### src/rtl/ysyx_23060191_wbu_pipe_if.sv
// ============================================================================
// Module   : ysyx_23060191_wbu_pipe_if
// Brief    : LSU -> WBU instruction handshake bundle (valid/ready + payload)
// Revision : 1.0
// ============================================================================
`default_nettype none

interface ysyx_23060191_wbu_pipe_if #(
    parameter int CPU_WIDTH = 32,
    parameter int REG_AW    = 5
);
    localparam int OFF_W = $clog2(CPU_WIDTH / 8);

    logic                 in_valid;
    logic                 in_ready;
    logic [CPU_WIDTH-1:0] in_pc;
    logic [CPU_WIDTH-1:0] in_exu_res;
    logic [CPU_WIDTH-1:0] in_lsu_rdata;
    logic [CPU_WIDTH-1:0] in_csr_rdata;
    logic [OFF_W-1:0]     in_addr_lo;
    logic [1:0]           in_wb_sel;
    logic [2:0]           in_ld_fmt;
    logic [REG_AW-1:0]    in_rd;
    logic                 in_rd_wen;

    modport master (
        output in_valid, in_pc, in_exu_res, in_lsu_rdata, in_csr_rdata,
               in_addr_lo, in_wb_sel, in_ld_fmt, in_rd, in_rd_wen,
        input  in_ready
    );

    modport slave (
        input  in_valid, in_pc, in_exu_res, in_lsu_rdata, in_csr_rdata,
               in_addr_lo, in_wb_sel, in_ld_fmt, in_rd, in_rd_wen,
        output in_ready
    );
endinterface

`default_nettype wire

### src/rtl/ysyx_23060191_wbu_pipe.sv
// ============================================================================
// Module   : ysyx_23060191_wbu_pipe
// Brief    : registered writeback stage; optional difftest trace via
//            YSYX_23060191_WBU_TRACE_EN
// Revision : 1.0
// ============================================================================
`default_nettype none

module ysyx_23060191_wbu_pipe #(
    parameter int CPU_WIDTH = 32,
    parameter int REG_AW    = 5,
    parameter int CNT_W     = 64
) (
    input  wire logic                 clk,
    input  wire logic                 rst,
    ysyx_23060191_wbu_pipe_if.slave   up,
    input  wire logic                 out_ready,
    output logic                      rf_wen,
    output logic [REG_AW-1:0]         rf_waddr,
    output logic [CPU_WIDTH-1:0]      rf_wdata,
    output logic                      retire,
    output logic [CNT_W-1:0]          retire_cnt
`ifdef YSYX_23060191_WBU_TRACE_EN
    ,
    output logic                      trace_valid,
    output logic [CPU_WIDTH-1:0]      trace_pc,
    output logic [REG_AW-1:0]         trace_rd,
    output logic [CPU_WIDTH-1:0]      trace_wdata
`endif
);

    logic                 vld_q;
    logic                 wen_q;
    logic [REG_AW-1:0]    rd_q;
    logic [CPU_WIDTH-1:0] data_q;
    logic [CNT_W-1:0]     cnt_q;

    logic                 w_ready;
    logic                 w_cap;
    logic [CPU_WIDTH-1:0] w_shifted;
    logic [CPU_WIDTH-1:0] w_ld_data;
    logic [CPU_WIDTH-1:0] w_wb_data;
    logic                 w_ld_fill;
    int                   w_ld_msb;

    assign w_ready     = ~rst & (~vld_q | out_ready);
    assign up.in_ready = w_ready;
    assign w_cap       = up.in_valid & w_ready;

    // Bits above the format's MSB are replaced by the fill bit (sign or zero).
    always_comb begin
        w_shifted = up.in_lsu_rdata >> {up.in_addr_lo, 3'b000};
        w_ld_msb  = CPU_WIDTH - 1;
        w_ld_fill = 1'b0;
        case (up.in_ld_fmt)
            3'd0: begin w_ld_msb = 7;  w_ld_fill = w_shifted[7];  end
            3'd1: begin w_ld_msb = 15; w_ld_fill = w_shifted[15]; end
            3'd2: begin w_ld_msb = 31; w_ld_fill = w_shifted[31]; end
            3'd4: w_ld_msb = 7;
            3'd5: w_ld_msb = 15;
            3'd6: w_ld_msb = 31;
            default: w_ld_msb = CPU_WIDTH - 1;
        endcase
        w_ld_data = w_shifted;
        for (int i = 0; i < CPU_WIDTH; i++) begin
            if (i > w_ld_msb) begin
                w_ld_data[i] = w_ld_fill;
            end
        end
    end

    always_comb begin
        case (up.in_wb_sel)
            2'd0:    w_wb_data = up.in_exu_res;
            2'd1:    w_wb_data = w_ld_data;
            2'd2:    w_wb_data = up.in_csr_rdata;
            default: w_wb_data = up.in_pc + CPU_WIDTH'(4);
        endcase
    end

    always_ff @(posedge clk) begin
        if (rst) begin
            vld_q  <= 1'b0;
            wen_q  <= 1'b0;
            rd_q   <= '0;
            data_q <= '0;
            cnt_q  <= '0;
        end else begin
            if (w_cap) begin
                vld_q  <= 1'b1;
                wen_q  <= up.in_rd_wen;
                rd_q   <= up.in_rd;
                data_q <= w_wb_data;
            end else if (out_ready) begin
                vld_q  <= 1'b0;
            end
            if (retire) begin
                cnt_q <= cnt_q + CNT_W'(1);
            end
        end
    end

    assign retire     = vld_q & out_ready;
    assign rf_wen     = retire & wen_q & (rd_q != '0);
    assign rf_waddr   = rd_q;
    assign rf_wdata   = data_q;
    assign retire_cnt = cnt_q;

`ifdef YSYX_23060191_WBU_TRACE_EN
    logic [CPU_WIDTH-1:0] pc_q;

    always_ff @(posedge clk) begin
        if (rst) begin
            pc_q <= '0;
        end else if (w_cap) begin
            pc_q <= up.in_pc;
        end
    end

    assign trace_valid = retire;
    assign trace_pc    = pc_q;
    assign trace_rd    = rf_wen ? rd_q   : '0;
    assign trace_wdata = rf_wen ? data_q : '0;
`endif

endmodule

`default_nettype wire

### src/flat_wrapper.sv
// flat-port wrapper written by rule: the top's interface ports become plain ports
module ysyx_23060191_wbu_pipe_flat 
#(
    parameter int CPU_WIDTH = 32,
    parameter int REG_AW    = 5,
    parameter int CNT_W     = 64
)
  (clk, rst, out_ready, rf_wen, rf_waddr, rf_wdata, retire, retire_cnt, up_in_valid, up_in_pc, up_in_exu_res, up_in_lsu_rdata, up_in_csr_rdata, up_in_addr_lo, up_in_wb_sel, up_in_ld_fmt, up_in_rd, up_in_rd_wen, up_in_ready);
  ysyx_23060191_wbu_pipe_if #(.CPU_WIDTH(CPU_WIDTH), .REG_AW(REG_AW)) up_i ();
  input  wire logic clk;
  input  wire logic rst;
  input  wire logic out_ready;
  output logic rf_wen;
  output logic [REG_AW-1:0] rf_waddr;
  output logic [CPU_WIDTH-1:0] rf_wdata;
  output logic retire;
  output logic [CNT_W-1:0] retire_cnt;
  input wire logic [$bits(up_i.in_valid)-1:0] up_in_valid;
  input wire logic [$bits(up_i.in_pc)-1:0] up_in_pc;
  input wire logic [$bits(up_i.in_exu_res)-1:0] up_in_exu_res;
  input wire logic [$bits(up_i.in_lsu_rdata)-1:0] up_in_lsu_rdata;
  input wire logic [$bits(up_i.in_csr_rdata)-1:0] up_in_csr_rdata;
  input wire logic [$bits(up_i.in_addr_lo)-1:0] up_in_addr_lo;
  input wire logic [$bits(up_i.in_wb_sel)-1:0] up_in_wb_sel;
  input wire logic [$bits(up_i.in_ld_fmt)-1:0] up_in_ld_fmt;
  input wire logic [$bits(up_i.in_rd)-1:0] up_in_rd;
  input wire logic [$bits(up_i.in_rd_wen)-1:0] up_in_rd_wen;
  output wire logic [$bits(up_i.in_ready)-1:0] up_in_ready;
  assign up_i.in_valid = up_in_valid;
  assign up_i.in_pc = up_in_pc;
  assign up_i.in_exu_res = up_in_exu_res;
  assign up_i.in_lsu_rdata = up_in_lsu_rdata;
  assign up_i.in_csr_rdata = up_in_csr_rdata;
  assign up_i.in_addr_lo = up_in_addr_lo;
  assign up_i.in_wb_sel = up_in_wb_sel;
  assign up_i.in_ld_fmt = up_in_ld_fmt;
  assign up_i.in_rd = up_in_rd;
  assign up_i.in_rd_wen = up_in_rd_wen;
  assign up_in_ready = up_i.in_ready;
  ysyx_23060191_wbu_pipe #(.CPU_WIDTH(CPU_WIDTH), .REG_AW(REG_AW), .CNT_W(CNT_W)) u_core (.clk(clk), .rst(rst), .up(up_i), .out_ready(out_ready), .rf_wen(rf_wen), .rf_waddr(rf_waddr), .rf_wdata(rf_wdata), .retire(retire), .retire_cnt(retire_cnt));
endmodule
### config.mk
export PLATFORM = sky130hd
export DESIGN_NAME = ysyx_23060191_wbu_pipe_flat
export DESIGN_NICKNAME = d
export VERILOG_FILES = /design/src/rtl/ysyx_23060191_wbu_pipe_if.sv /design/src/rtl/ysyx_23060191_wbu_pipe.sv /design/src/flat_wrapper.sv
export SDC_FILE = /design/constraint.sdc
export NUM_CORES = 1
export LEC_CHECK = 0
export BUFFER_PORTS_ARGS = -buffer_cell sky130_fd_sc_hd__buf_4
export CAP_MARGIN = 30
export CORE_UTILIZATION = 45
export CTS_CLUSTER_DIAMETER = 40
export DETAILED_ROUTE_END_ITERATION = 12
export GPL_TIMING_DRIVEN = 0
export PLACE_DENSITY = 0.84
export SLEW_MARGIN = 10
export SYNTH_ARGS = -nofsm -noshare
export SYNTH_HDL_FRONTEND = slang
export SYNTH_SLANG_ARGS = --single-unit
export TNS_END_PERCENT = 100
### constraint.sdc
create_clock -name clk -period 2.4 [get_ports clk]
set_clock_uncertainty 0.15 [all_clocks]
set_input_delay 0.48 -clock clk [delete_from_list [all_inputs] [get_ports clk]]
set_output_delay 0.48 -clock clk [all_outputs]
set_load 0.02 [all_outputs]
==> flow_metrics.py, run 1 <==
metrics = {
    "clock_tree": {
        "clock_sinks": 103,
        "cts-buffers-inserted": 9,
        "clockBufferDepth": 2,
        "clkTransAtPathRegs_ps": 70,
        "cts_tree": "built",
        "holdBufCountCts": 0,
        "cts-root-buf": "clkbuf_16",
        "htree_levels": 3,
        "clk_latency_ps": 360,
    },
    "critical_path": {
        "rr_endpoint": "u_core.retire_cnt[36]$_SDFFE_PP0P_",
        "rrSetupSlack_ps": 40,
        "start_kind": "flip-flop",
        "critPathMaxFanout": 10,
        "endpoint_kind": "flip-flop",
        "endpoint": "u_core.retire_cnt[36]$_SDFFE_PP0P_",
        "reg2reg_depth": 7,
        "worstPathArrival_ps": 2440,
        "critPathLaunch": "u_core.retire_cnt[18]$_SDFFE_PP0P_",
        "cp.required_ps": 2480,
        "worstSetupPathType": "flip-flop to flip-flop",
        "r2r_start": "u_core.retire_cnt[18]$_SDFFE_PP0P_",
    },
    "sta": {
        "period_share_pct": 98.5,
        "setup_viol": 0,
        "rsz0062_at_grt": "true",
        "fmax_mhz": 423,
        "hold_violations": 0,
        "slew-limit-headroom_pct": 53.2,
        "hold_slack_ps": 159,
        "finalCriticalPeriod_ps": 2360,
        "maxSlewViolCount": 0,
        "tightest_slew_ps": 702,
    },
    "finish": {
        "nNetsFinal": 1204,
        "final_util_pct": 64.3,
        "nFillCells": 1214,
        "seq_area_mm2": 0.00208,
        "drive_gt1_share_pct": 32.0,
        "multi_input_area_mm2": 0.00415,
        "area_growth_pct": 40.1,
        "layout_commonest_cell": "buf_4",
        "final_cell_mix": "buf_4 (254), dfxtp_1 (88), nand2_1 (83)",
        "diodes": 0,
        "postLayoutCellArea_mm2": 0.00889,
    },
    "drt": {
        "viasPerCell": 6.05,
        "initialDrtViolationCount": 854,
        "final_antenna_net_count": 0,
        "dr.pass1.iters": 5,
        "drt_wl_total_um": 24200,
        "wire_per_inst_um": 19.5,
        "drc": 0,
        "vias": 7513,
    },
    "flow_run": {
        "drv_cap": 0,
    },
    "logic_synthesis": {
        "syn_area_mm2": 0.00634,
        "avgSynthCellArea_um2": 7.97,
        "yosysTopAreaCellShare_pct": 32.5,
        "synth_cell_types": 59,
        "synth_ff_type": "dfxtp_1",
        "synth.yosys.warnings": 0,
        "syn_nets": 943,
        "synth.yosys.seq_area_share_pct": 32.5,
        "synthArstFlopShare_pct": 0,
        "synth-edff-count": 0,
        "ys_seq_elements": 103,
        "yosysTopAreaCell": "dfxtp_1",
        "synth_area_leaders": "dfxtp_1 (33%), xnor2_1 (5.9%), mux2i_1 (5.7%)",
        "syn_inst": 796,
    },
    "floorplan": {
        "die_w_um": 121,
        "io_pins": 249,
        "rows": 43,
        "die_y_um": 121,
        "core_mm2": 0.0138,
        "dieArea_mm2": 0.0146,
        "initial_core_util_pct": 45.9,
    },
    "pwr": {
        "vdd_ir_drop_max_mv": 0.326,
        "powerDensity_mw_per_mm2": 456,
        "leakage_uw": 0.00362,
    },
    "outcome": {
        "status": "completed",
    },
    "place": {
        "hpwlAfterDp_um": 18500,
        "port_buffers": 246,
        "place_area_mm2": 0.00842,
        "routabilityCongestion": 1.05,
    },
    "grt": {
        "antenna_found_initial": 0,
        "grt_remaining_overflow": 0,
        "grt_pass1_vias": 6817,
        "grt_pass1_wl_um": 36000,
        "grt_start_max_net_pins": 18,
        "global_route.usage.total_pct": 32.3,
    },
    "worst_hold_path": {
        "hp-class": "primary input to flip-flop",
    },
}
[kinds of logic (layout without fill, tap and decap cells)]
group                      after synthesis  in the layout  synth area share [%]
xor gates and xnor gates                64             64                  8.84
DFF                                    103            103                  32.5
muxes                                   47             47                  9.05
adders and majority gates                2              2                 0.394
and+or+nand+nor                        349            349                  29.5
AOI/OAI and AO/OA                      166            166                  15.6
buffers and inverters                   65            331                  4.08
[routing by layer]
layer	vias to the layer above	part of all wire, %	track usage (%)
met5	-	0	0
met4	0	4.3	15.8
met3	76	9.3	5.94
met2	463	49	55.0
met1	3518	38	38.9
li1	3456	-	-
[worst max-delay path: stages, from the launching register on]
cell	delay [ps]
dfxtp_1	410
nand4_1	240
or4_1	550
buf_2	220
buf_6	170
nor4_2	290
xnor2_1	160
nor2_1	50
[flip-flops by register name, indices dropped and copies added (netlist names)]
signal	count
u_core.retire_cnt	64
u_core.rf_waddr	5
u_core.rf_wdata	32
u_core.vld_q	1
u_core.wen_q	1
[synth_stat cells, types with 21 or more instances]
master	number
o21ai_0	57
clkbuf_1	39
nor2_1	66
mux2i_1	36
nand4_1	29
xnor2_1	43
nand3_1	59
a21oi_1	51
dfxtp_1	103
nand2_1	83
xor2_1	21
[through the flow]
step / power [µW] / TNS [ps] / setup WS [ps] / cells
after floorplan: 2230 / 0 / 27.2 / 796
after global placement: 2680 / -15290 / -490 / 1222
after detailed placement: 2680 / -16370 / -521 / 1222
after CTS: 4030 / 0 / 3.84 / 1240
after global routing: 4180 / -409 / -67.2 / 1242
final: 4050 / 0 / 35.4 / 1242
[report_power, final]
group	internal (µW)	switching [µW]	leakage, µW
combinational	386	459	0.00264
sequential	1770	48.4	0.000846
clock	704	687	0.000136
total	2860	1190	0.00362
[timing repair]
| item | 4_1_cts | 5_1_grt |
|---|---|---|
| setup buffers | 5 | 2 |
| gates resized for setup | 15 | 35 |
| pin swaps | 3 | 5 |
| endpoints found under the setup margin | 30 | 50 |
[worst min-delay path by stage]
stage                     slack (ps)                              end  depth (start not counted)                            start
final                            160  u_core.rf_waddr[2]$_SDFFE_PP0P_                          3                      up_in_rd[2]
after global routing             170  u_core.rf_waddr[2]$_SDFFE_PP0P_                          3                      up_in_rd[2]
after CTS                        160  u_core.rf_waddr[2]$_SDFFE_PP0P_                          3                      up_in_rd[2]
after global placement           290  u_core.rf_wdata[5]$_SDFFE_PP0P_                          2  u_core.rf_wdata[5]$_SDFFE_PP0P_
after detailed placement         300  u_core.rf_wdata[0]$_SDFFE_PP0P_                          2  u_core.rf_wdata[0]$_SDFFE_PP0P_
after floorplan                  280        u_core.wen_q$_SDFFE_PP0P_                          2        u_core.wen_q$_SDFFE_PP0P_
[area by class of cell]
class / count / share of cell area, %
sequential: 103 / 23.4
clock inverter: 7 / 0.507
multi-input combinational: 628 / 46.7
tap: 180 / 2.53
buffer: 48 / 2.32
clock buffer: 9 / 2.53
inverter: 13 / 0.549
timing repair buffer: 254 / 21.4
Note: power is estimated with default switching activity, not from simulation.
==> run 2, diff against run 1 <==
--- a/config.mk
+++ b/config.mk
@@ -7,7 +7,9 @@
 export LEC_CHECK = 0
 export BUFFER_PORTS_ARGS = -buffer_cell sky130_fd_sc_hd__buf_4
 export CAP_MARGIN = 30
-export CORE_UTILIZATION = 45
+export CELL_PAD_IN_SITES_DETAIL_PLACEMENT = 0
+export CELL_PAD_IN_SITES_GLOBAL_PLACEMENT = 1
+export CORE_UTILIZATION = 32
 export CTS_CLUSTER_DIAMETER = 40
 export DETAILED_ROUTE_END_ITERATION = 12
 export GPL_TIMING_DRIVEN = 0
==> run 2 against run 1 <==
Sequential share of layout area decreased by 0.30 points. Cell count is 6.4% higher. Via count down 5.0%. Final area up 1.6%. Die area increased by 40%. Highest routed layer unchanged. Sequential power barely moved. Count of clock-buffer cells in the layout increased by 2. Setup slack improved by 51 ps. Wire length grew 3.6%. Flip-flop and latch count did not move.
==> flow_metrics.py, run 2 (synthesized netlist as in run 1, its figures left out) <==
metrics = {
    "sta": {
        "timing.final.ws_setup_ps": 86.9,
        "hold_violations": 0,
        "finalCriticalPeriod_ps": 2310,
        "rsz0062_at_grt": "true",
        "setup_viol": 0,
        "hold_slack_ps": 157,
        "tightest_slew_ps": 836,
        "fmax_mhz": 432,
        "maxSlewViolCount": 0,
        "slew-limit-headroom_pct": 43.7,
        "period_share_pct": 96.4,
    },
    "drt": {
        "final_antenna_net_count": 0,
        "initialDrtViolationCount": 329,
        "viasPerCell": 5.40,
        "dr.pass1.iters": 5,
        "drc": 0,
        "drt_wl_total_um": 25000,
        "wire_per_inst_um": 18.9,
        "vias": 7140,
    },
    "critical_path": {
        "slowest_delay_ps": 550,
        "cp.required_ps": 2480,
        "reg2reg_depth": 7,
        "worstPathArrival_ps": 2390,
        "endpoint": "u_core.retire_cnt[36]$_SDFFE_PP0P_",
        "start_kind": "flip-flop",
        "critPathLaunch": "u_core.retire_cnt[15]$_SDFFE_PP0P_",
        "endpoint_kind": "flip-flop",
        "path_delay_family": "simple AND/OR/NAND/NOR gates",
        "rr_endpoint": "u_core.retire_cnt[36]$_SDFFE_PP0P_",
        "r2r_start": "u_core.retire_cnt[15]$_SDFFE_PP0P_",
        "cp_num_buf_inv": 2,
        "path_depth": 7,
        "critPathMaxFanout": 10,
        "crit_chain": "nand4_1, or4_1, buf_2, buf_6, nor4_2, xnor2_1, nor2_1",
        "worstSetupPathType": "flip-flop to flip-flop",
        "rrSetupSlack_ps": 90,
        "crit_path_top_delay_cell": "or4_1",
    },
    "finish": {
        "diodes": 0,
        "largest_register_ffs": 64,
        "drive_gt1_share_pct": 32.4,
        "stdcell_count": 1322,
        "layout_commonest_cell": "buf_4",
        "final_util_pct": 46.4,
        "final_cell_mix": "buf_4 (251), dfxtp_1 (85), nand2_1 (82)",
        "area_growth_pct": 42.4,
        "nNetsFinal": 1200,
    },
    "worst_hold_path": {
        "hp-class": "primary input to flip-flop",
    },
    "floorplan": {
        "die_y_um": 143,
        "rows": 51,
        "die_w_um": 143,
        "io_pins": 249,
        "dieArea_mm2": 0.0204,
        "initial_core_util_pct": 32.6,
        "core_mm2": 0.0195,
    },
    "grt": {
        "global_route.usage.total_pct": 24.5,
        "grt_remaining_overflow": 0,
        "grt_start_max_net_pins": 17,
        "grt_pass1_wl_um": 37500,
        "antenna_found_initial": 0,
        "grt_pass1_vias": 6724,
    },
    "clock_tree": {
        "clockBufferDepth": 2,
        "clock_sinks": 103,
        "cts_tree": "built",
        "cts-buffers-inserted": 9,
        "clkTransAtPathRegs_ps": 70,
        "clk_latency_ps": 360,
        "cts-root-buf": "clkbuf_16",
        "holdBufCountCts": 0,
        "htree_levels": 3,
    },
    "pwr": {
        "powerDensity_mw_per_mm2": 468,
        "leakage_uw": 0.00364,
        "power.total_uw": 4220,
        "vdd_ir_drop_max_mv": 0.260,
    },
    "flow_run": {
        "drv_cap": 0,
    },
    "place": {
        "routabilityCongestion": 0.916,
        "hpwlAfterDp_um": 19700,
        "place_ws_ps": -609,
        "port_buffers": 246,
        "placedCellCount": 1307,
    },
    "outcome": {
        "status": "completed",
    },
}
## run 2: layer usage
metal	share of wire (%)	vias to the layer above	global-route usage (%)
met5	0	-	0
met4	3.9	0	11.9
met3	6.6	52	5.37
met2	49	302	42.5
met1	40	3343	28.5
li1	-	3443	-
## run 2: worst register-to-register path, cell delays in order, from the launching register on
cell and delay (ps):
dfxtp_2 400, nand4_1 220, or4_1 550, buf_2 200, buf_6 180, nor4_2 280
xnor2_1 160, nor2_1 50
## run 2: repair_timing
action | in CTS | in global routing
resized for setup | 19 | 42
setup endpoints to repair | 46 | 52
setup buffers | 3 | 2
pin swaps | 3 | 1
cloned | 0 | 0
## run 2: area by class of cell
| cell class | count | area (µm²) |
|---|---|---|
| repair buffers | 251 | 1880 |
| multi-input cells | 628 | 4160 |
| clock buffers | 11 | 253 |
| plain buffers | 47 | 214 |
| inverters | 13 | 48.8 |
| well taps | 265 | 332 |
| fillers | 1979 | 10400 |
| clock inverters | 4 | 53.8 |
| flip-flops and latches | 103 | 2090 |
## run 2: where the power goes
part,internal [µW],leakage [µW],total [µW],switching [µW]
clock,865,0.000144,1550,687
sequential,1770,0.000848,1810,41.7
combinational,388,0.00265,862,474
## run 2: worst min-delay path by stage
stage	start	end	slack, ps	cells past startpoint
6_report	up_in_rd[2]	u_core.rf_waddr[2]$_SDFFE_PP0P_	160	3
5_1_grt	up_in_rd[2]	u_core.rf_waddr[2]$_SDFFE_PP0P_	150	3
4_1_cts	up_in_rd[2]	u_core.rf_waddr[2]$_SDFFE_PP0P_	140	3
3_5_place_dp	u_core.rf_wdata[0]$_SDFFE_PP0P_	u_core.rf_wdata[0]$_SDFFE_PP0P_	300	2
3_3_place_gp	u_core.rf_wdata[5]$_SDFFE_PP0P_	u_core.rf_wdata[5]$_SDFFE_PP0P_	290	2
2_1_floorplan	u_core.wen_q$_SDFFE_PP0P_	u_core.wen_q$_SDFFE_PP0P_	280	2
## run 2: through the flow
step	area, µm²	TNS (ps)
floorplan	6340	0
global placement	8520	-21980
detailed placement	8520	-20650
CTS	8900	-0.647
global route	9030	-125
finish	9030	0
